**src/rtl/mul_div_pkg.sv**
```systemverilog
// Shared types and constants for the sequential multiplier/divider.
package mul_div_pkg;

  typedef enum logic [1:0] {
    IDLE = 2'd0,
    MUL  = 2'd1,
    DIV  = 2'd2,
    DONE = 2'd3
  } state_e;

  localparam int unsigned DEF_DIVISOR_LENGTH  = 5;
  localparam int unsigned DEF_DEVIDENT_LENGTH = 2 * DEF_DIVISOR_LENGTH;

  // Width of a counter that must hold 0..iters.
  function automatic int unsigned cnt_width(input int unsigned iters);
    return $clog2(iters + 1);
  endfunction

  localparam int unsigned DEF_CNT_W = cnt_width(DEF_DEVIDENT_LENGTH);

endpackage

```
**src/rtl/mul_div_step.sv**
```systemverilog
// One iteration of the datapath: add-shift (multiply) or restoring
// trial-subtract-shift (divide). Purely combinational.
module mul_div_step
  import mul_div_pkg::*;
#(
  parameter int unsigned DIVISOR_LENGTH = DEF_DIVISOR_LENGTH
) (
  input  logic                          div_i,
  input  logic [2*DIVISOR_LENGTH-1:0]   acc_i,
  input  logic [DIVISOR_LENGTH:0]       rem_i,
  input  logic [DIVISOR_LENGTH-1:0]     mcand_i,
  input  logic [DIVISOR_LENGTH-1:0]     divisor_i,
  output logic [2*DIVISOR_LENGTH-1:0]   acc_c_o,
  output logic [DIVISOR_LENGTH:0]       rem_c_o
);

  localparam int unsigned N = DIVISOR_LENGTH;

  logic [N:0]   sum;
  logic [N:0]   shifted;
  logic [N+1:0] trial;
  logic         ge;

  // Multiply: accumulator upper half gets the multiplicand when the
  // multiplier LSB is set, then the whole thing shifts right (carry in).
  // Divide: shift next dividend bit into the partial remainder and keep
  // the trial difference when it is non-negative.
  always_comb begin
    sum     = {1'b0, acc_i[2*N-1:N]};
    if (acc_i[0]) begin
      sum = sum + {1'b0, mcand_i};
    end
    shifted = {rem_i[N-1:0], acc_i[2*N-1]};
    trial   = {1'b0, shifted} - {2'b00, divisor_i};
    ge      = ~trial[N+1];
    if (div_i) begin
      acc_c_o = {acc_i[2*N-2:0], ge};
      rem_c_o = ge ? trial[N:0] : shifted;
    end else begin
      acc_c_o = {sum, acc_i[N-1:1]};
      rem_c_o = rem_i;
    end
  end

endmodule

```
**src/rtl/seq_multiplier_divider.sv**
```systemverilog
// Iterative multiplier / restoring divider behind valid/ready ports.
// Optional macro SEQ_MUL_DIV_DIVZERO_FLAG_EN adds the Div_Zero output.
module seq_multiplier_divider
  import mul_div_pkg::*;
#(
  parameter int unsigned DEVIDENT_LENGTH = DEF_DEVIDENT_LENGTH,
  parameter int unsigned DIVISOR_LENGTH  = DEF_DIVISOR_LENGTH
) (
  input  logic                       CLK,
  input  logic                       RST_n,
  input  logic [DEVIDENT_LENGTH-1:0] OperA,
  input  logic [DIVISOR_LENGTH-1:0]  OperB,
  input  logic [DIVISOR_LENGTH-1:0]  OperD,
  input  logic                       Div_nMul,
  input  logic                       In_Valid,
  output logic                       In_Ready,
  output logic                       Out_Valid,
  input  logic                       Out_Ready,
  output logic [DEVIDENT_LENGTH-1:0] Result,
  output logic [DIVISOR_LENGTH-1:0]  Remainder
`ifdef SEQ_MUL_DIV_DIVZERO_FLAG_EN
  ,
  output logic                       Div_Zero
`endif
);

  localparam int unsigned N     = DIVISOR_LENGTH;
  localparam int unsigned W     = DEVIDENT_LENGTH;
  localparam int unsigned CNT_W = cnt_width(W);

  if (W != 2 * N) begin : g_len_check
    $error("DEVIDENT_LENGTH must equal 2*DIVISOR_LENGTH");
  end

  state_e           state_q, state_d;
  logic [CNT_W-1:0] cnt_q, cnt_d;
  logic [W-1:0]     acc_q, acc_d;
  logic [N:0]       rem_q, rem_d;
  logic [N-1:0]     mcand_q, mcand_d;
  logic [N-1:0]     divisor_q, divisor_d;
  logic             div_q, div_d;
  logic             dz_q, dz_d;
  logic             in_ready_q, in_ready_d;
  logic             out_valid_q, out_valid_d;
  logic [W-1:0]     result_q, result_d;
  logic [N-1:0]     remainder_q, remainder_d;
  logic [W-1:0]     step_acc;
  logic [N:0]       step_rem;

  mul_div_step #(
    .DIVISOR_LENGTH (N)
  ) u_step (
    .div_i     (div_q),
    .acc_i     (acc_q),
    .rem_i     (rem_q),
    .mcand_i   (mcand_q),
    .divisor_i (divisor_q),
    .acc_c_o   (step_acc),
    .rem_c_o   (step_rem)
  );

  // Next-state, datapath and handshake logic.
  always_comb begin
    state_d     = state_q;
    cnt_d       = cnt_q;
    acc_d       = acc_q;
    rem_d       = rem_q;
    mcand_d     = mcand_q;
    divisor_d   = divisor_q;
    div_d       = div_q;
    dz_d        = dz_q;
    in_ready_d  = in_ready_q;
    out_valid_d = out_valid_q;
    result_d    = result_q;
    remainder_d = remainder_q;
    unique case (state_q)
      IDLE: begin
        if (In_Valid && in_ready_q) begin
          in_ready_d = 1'b0;
          cnt_d      = '0;
          rem_d      = '0;
          mcand_d    = OperB;
          divisor_d  = OperD;
          div_d      = Div_nMul;
          dz_d       = Div_nMul && (OperD == '0);
          acc_d      = Div_nMul ? OperA : {{N{1'b0}}, OperD};
          state_d    = Div_nMul ? DIV : MUL;
        end
      end
      MUL: begin
        acc_d = step_acc;
        cnt_d = cnt_q + CNT_W'(1);
        if (cnt_q == CNT_W'(N - 1)) begin
          state_d     = DONE;
          out_valid_d = 1'b1;
          result_d    = step_acc;
          remainder_d = '0;
          cnt_d       = '0;
        end
      end
      DIV: begin
        if (dz_q) begin
          // Divide by zero short-circuits: saturated quotient, low dividend bits.
          state_d     = DONE;
          out_valid_d = 1'b1;
          result_d    = '1;
          remainder_d = acc_q[N-1:0];
        end else begin
          acc_d = step_acc;
          rem_d = step_rem;
          cnt_d = cnt_q + CNT_W'(1);
          if (cnt_q == CNT_W'(W - 1)) begin
            state_d     = DONE;
            out_valid_d = 1'b1;
            result_d    = step_acc;
            remainder_d = step_rem[N-1:0];
            cnt_d       = '0;
          end
        end
      end
      DONE: begin
        if (Out_Ready) begin
          state_d     = IDLE;
          out_valid_d = 1'b0;
          in_ready_d  = 1'b1;
          dz_d        = 1'b0;
        end
      end
      default: state_d = IDLE;
    endcase
  end

  // State and output registers; reset discards any in-flight operation.
  always_ff @(posedge CLK or negedge RST_n) begin
    if (!RST_n) begin
      state_q     <= IDLE;
      cnt_q       <= '0;
      acc_q       <= '0;
      rem_q       <= '0;
      mcand_q     <= '0;
      divisor_q   <= '0;
      div_q       <= 1'b0;
      dz_q        <= 1'b0;
      in_ready_q  <= 1'b1;
      out_valid_q <= 1'b0;
      result_q    <= '0;
      remainder_q <= '0;
    end else begin
      state_q     <= state_d;
      cnt_q       <= cnt_d;
      acc_q       <= acc_d;
      rem_q       <= rem_d;
      mcand_q     <= mcand_d;
      divisor_q   <= divisor_d;
      div_q       <= div_d;
      dz_q        <= dz_d;
      in_ready_q  <= in_ready_d;
      out_valid_q <= out_valid_d;
      result_q    <= result_d;
      remainder_q <= remainder_d;
    end
  end

  assign In_Ready  = in_ready_q;
  assign Out_Valid = out_valid_q;
  assign Result    = result_q;
  assign Remainder = remainder_q;

`ifdef SEQ_MUL_DIV_DIVZERO_FLAG_EN
  logic dz_flag_q, dz_flag_d;

  // Flag is high only while a divide-by-zero result sits in DONE.
  always_comb begin
    dz_flag_d = dz_flag_q;
    if (state_q == DIV && dz_q) begin
      dz_flag_d = 1'b1;
    end else if (state_q == DONE && Out_Ready) begin
      dz_flag_d = 1'b0;
    end
  end

  // Divide-by-zero flag register.
  always_ff @(posedge CLK or negedge RST_n) begin
    if (!RST_n) begin
      dz_flag_q <= 1'b0;
    end else begin
      dz_flag_q <= dz_flag_d;
    end
  end

  assign Div_Zero = dz_flag_q;
`endif

endmodule

```
**config.mk**
```make
export PLATFORM = sky130hd
export DESIGN_NAME = seq_multiplier_divider
export DESIGN_NICKNAME = d
export VERILOG_FILES = /design/src/rtl/mul_div_pkg.sv /design/src/rtl/mul_div_step.sv /design/src/rtl/seq_multiplier_divider.sv
export SDC_FILE = /design/constraint.sdc
export NUM_CORES = 1
export LEC_CHECK = 0
export CORE_ASPECT_RATIO = 0.9
export CORE_MARGIN = 3
export CORE_UTILIZATION = 50
export DETAILED_ROUTE_END_ITERATION = 10
export MAX_ROUTING_LAYER = met4
export PLACE_DENSITY = 0.76
export SETUP_SLACK_MARGIN = 0.05
export SLEW_MARGIN = 20
export SYNTH_ARGS = -nofsm -noshare
export SYNTH_HDL_FRONTEND = slang
export SYNTH_HIERARCHICAL = 1
export SYNTH_SLANG_ARGS = --single-unit
```
**constraint.sdc**
```tcl
create_clock -name CLK -period 2.4 [get_ports CLK]
set_input_delay 0.48 -clock CLK [delete_from_list [all_inputs] [get_ports CLK]]
set_output_delay 0.48 -clock CLK [all_outputs]
set_load 0.02 [all_outputs]
```
; Word level (Yosys, flattened, before mapping)
; Cells that the tools add are included.
[word_totals]
ramBits = 0
input_bits = 25
output_inout_bits = 17
ff_bits = 50
word_cells = 83
latchBits = 0
romBits = 0
memories = 0
[classes]
n_mux = 41
order_cmp = 0
eq_ne = 10
multipliers = 0
n_shift = 0
n_div = 0
reduce_logical = 16
add_sub_neg = 3
bitwise = 1
[op_table]
columns = op, n
row1 = $mux 10, 7
row2 = $mux 5, 7
row3 = $pmux 10 s3, 1
row4 = $pmux 10 s2, 1
row5 = $pmux 5 s2, 2
row6 = $mux 4, 4
row7 = $mux 2, 6
row8 = $pmux 4 s3, 1
row9 = $reduce_and 3->1, 4
row10 = $ne 2x2->1 const B, 4
row11 = $pmux 2 s4, 1
row12 = $reduce_and 4->1, 2
row13 = $mux 1, 7
row14 = $sub 6x5->7, 1
row15 = $add 5x5->6, 1
row16 = $mux 6, 1
row17 = $reduce_bool 2->1, 3
row18 = $reduce_bool 3->1, 2
row19 = $logic_not 5->1, 1
row20 = $add 4x1->4 const B, 1
row21 = $eq 2x2->1 const B, 2
row22 = $eq 4x3->1 const B, 1
row23 = $eq 4x4->1 const B, 1
row24 = $pmux 1 s2, 2
row25 = 7 further kinds, 8

; Depth between registers and ports, before layout
[depth]
word_depth = 6
mapped_depth = 11
ltp_nobuf = 11

; Hierarchy
; The synthesis kept the hierarchy.
[by_module_without_submodules]
columns = module, area_each_um2, instances, cells_each, seq_area_each_um2
row1 = seq_multiplier_divider, 2482.4, 1, 244, 1277.5
row2 = mul_div_step, 701.9, 1, 102, 0.0

; Worst setup path after synthesis
; No wires, ideal clock.
[synth_timing]
path_type = register to register
start = register acc_q[9]
end = register remainder_q[0] (netlist: Remainder[0])
stages_incl_launch_ff = 12
path_slack_ns = 0.025
path_buffers = 0
synth_period_minus_slack_ns = 2.375
arrival_ns = 2.249
path_cell_list = dfrtp_1 > inv_1 > ha_1 > inv_1 > fa_1 > a211oi_2 > o21ai_2 > mux2i_1 > mux2_2 > mux2_2 > nand3_1 > o21ai_0
[synth_via]
elab_chain_cells = 6
[synth_rtl]
columns = item, line_no
row1 = "start, declared", seq_multiplier_divider.sv:37  ; logic [W-1:0] acc_q, acc_d;
row2 = "start signal, assigned", seq_multiplier_divider.sv:138  ; acc_q <= '0;
row3 = "start signal, assigned", seq_multiplier_divider.sv:151  ; acc_q <= acc_d;
row4 = $sub 6x5->7, mul_div_step.sv:34  ; trial = {1'b0, shifted} - {2'b00, divisor_i};
row5 = $mux 5 *, mul_div_step.sv:38  ; rem_c_o = ge ? trial[N:0] : shifted;
row6 = $mux 5 *, mul_div_step.sv:36  ; if (div_i) begin
row7 = named net step_rem[0], seq_multiplier_divider.sv:48  ; logic [N:0] step_rem;
row8 = $mux 5 *, seq_multiplier_divider.sv:112  ; if (cnt_q == CNT_W'(W - 1)) begin
row9 = $mux 5 *, seq_multiplier_divider.sv:102  ; if (dz_q) begin
row10 = $pmux 5 s2 *, seq_multiplier_divider.sv:76  ; unique case (state_q)
row11 = "end signal, assigned", seq_multiplier_divider.sv:160  ; remainder_q <= remainder_d;
row12 = "end, declared", seq_multiplier_divider.sv:46  ; logic [N-1:0] remainder_q, remainder_d;
; The timed path passes the listed nets; every way through them passes the cells marked *. The select of a mux whose other input is x is not followed.
; A chain may end at the register's enable or synchronous reset.

; Final worst setup path
; Ends and elaborated chain as after synthesis.

==> reports/results.ini <==
[clocking]
cts_tree=yes
cts_sinks=50
clockBufferDepth=2
cts-buffers-inserted=5
cts-root-buf=clkbuf_8
htree_levels=2
hold_buffers=0
clock_latency_ps=310
path_clk_slew_ps=100

[cells_and_area]
fin_nets=431
n_fill_cell=446
regArea_um2=1250
final_common_cell=nor2_1
multi_input_area_um2=1760
syn_to_final_growth_pct=24.7
drive_above_1_share=0.199
final_cell_mix=nor2_1 (52), dfrtp_1 (49), clkdlybuf4s50_1 (40), a21oi_1 (24), inv_1 (20)
diodes=0
instances_no_fill=456
design_area_um2=3860

[sta]
rsz0062_at_grt=yes
worst_hold_slack_ps=172
fin_crit_ps=2340
max-slew-margin-rel=0.581
hold_viol=0
clock.fmax_mhz=428
fin_setup_tns_ps=0
finalWorstSetupSlack_ps=61.3
setup_viol=0
timing.final.crit_share=0.974
fin_skew_ps=8.76
drv_slew=0
tightestPinTransition_ps=629

[floorplanning]
die_w_um=89.0
die-area_um2=7180
io_pins=42
die_h_um=80.7
core_area_um2=5820
initial_utilization=0.532
rows=26

[outcome]
outcome=finished, final reports clean

[logic_synthesis]
syn_avg_cell_area_um2=9.27
synth_area_um2=3100
synth_fp_nets=380
syn_inst=334
yosysWarnings=6

[route]
ant_nets=0
vias=2583
drc_errors=0
drt-total-wl_um=7470
routed_via_density=5.66
detail_route.first_pass.iterations=4
wl_per_cell_um=16.4
initialDrtViolationCount=155

[global_routing]
grt_pass1_wl_um=12000
grt_max_degree=31
grt_pass1_vias=2449
gr-usage-all-layers=0.221
overflow=0
antenna_found_initial=0

[power_and_ir_drop]
power.density_nw_per_um2=1550
max-vdd-ir-drop_mv=0.754
p_leak_nw=1.73

[critical_path]
crit_arrival_ps=2530
cp-start-kind=flop
path_delay_family=multiplexers
cp_cell_sequence=inv_2 > ha_4 > inv_2 > fa_2 > a211oi_4 > o21ai_2 > mux2i_1 > mux2_4 > mux2_4 > nand3_2 > o21ai_1
cp.depth=11
endpoint_kind=flop
cp_max_fo=3
cp_slowest_cell=dfrtp_1
criticalPathCategory=reg2reg
r2r_cells=11
worst_ep_required_time_ps=2590
crit_path_max_incr_delay_ps=410
crit_buf_inv=2

[placement]
place_area_um2=3620
pre_cts_ws_ps=-10.2
io_buffer_count=41
dp.cells=442
gp_congestion=0.936
hpwl_um=5190

[min_path]
hp-class=in2async

[run]
drv_cap=0

-- routing by layer --
layer / GRT usage / up-vias / share of wire
met1: 0.325 / 1228 / 0.47
met5: - / - / 0
met2: 0.329 / 88 / 0.46
met4: 0.0357 / 0 / 0.014
met3: 0.0369 / 12 / 0.053
li1: - / 1255 / -
-- through the flow --
step / utilization / power, W
finish: 0.663 / 0.00598
global route: 0.663 / 0.00641
detailed placement: 0.621 / 0.00497
global placement: 0.621 / 0.00491
floorplan: - / 0.00396
CTS: 0.647 / 0.00572
-- cell type report --
| type | instances | share of cell area |
|---|---|---|
| Inverter | 22 | 0.0214 |
| Sequential cell | 50 | 0.324 |
| Timing Repair Buffer | 61 | 0.147 |
| Tap cell | 70 | 0.0227 |
| Clock inverter | 3 | 0.0117 |
| Clock buffer | 5 | 0.0178 |
| Multi-Input combinational cell | 245 | 0.455 |
-- repair_timing --
| action | in CTS | in global routing |
|---|---|---|
| endpoints found under the setup margin | 2 | 6 |
| pin swaps | 3 | 7 |
| setup buffers | 4 | 2 |
| resized for setup | 4 | 20 |
-- final timing paths --
kind	from	endpoint	slack (ps)
min in group CLK	divisor_q[1]	divisor_q[1]	520
worst min register to register	divisor_q[1]	divisor_q[1]	520
max in group asynchronous	RST_n	In_Ready	1590
worst max register to register	acc_q[9]	Remainder[0]	60
worst max-delay path	acc_q[9]	Remainder[0]	60
worst min-delay path	RST_n	mcand_q[3]	170
-- registers in the layout, indices dropped and copies added, names as in the netlist --
| signal | flops |
|---|---|
| rem_q | 5 |
| state_q | 2 |
| Out_Valid | 1 |
| In_Ready | 1 |
| mcand_q | 5 |
| divisor_q | 5 |
| Remainder | 5 |
| acc_q | 10 |
| Result | 10 |
| dz_q | 1 |
| cnt_q | 4 |
| div_q | 1 |
-- power by group --
group / switching, W / total (W) / internal (W) / leakage [nW]
clock: 0.000311 / 0.000622 / 0.000311 / 0.0504
sequential: 0.000341 / 0.00157 / 0.00123 / 0.618
combinational: 0.00205 / 0.00378 / 0.00173 / 1.06
Note: power is estimated with default switching activity, not from simulation.
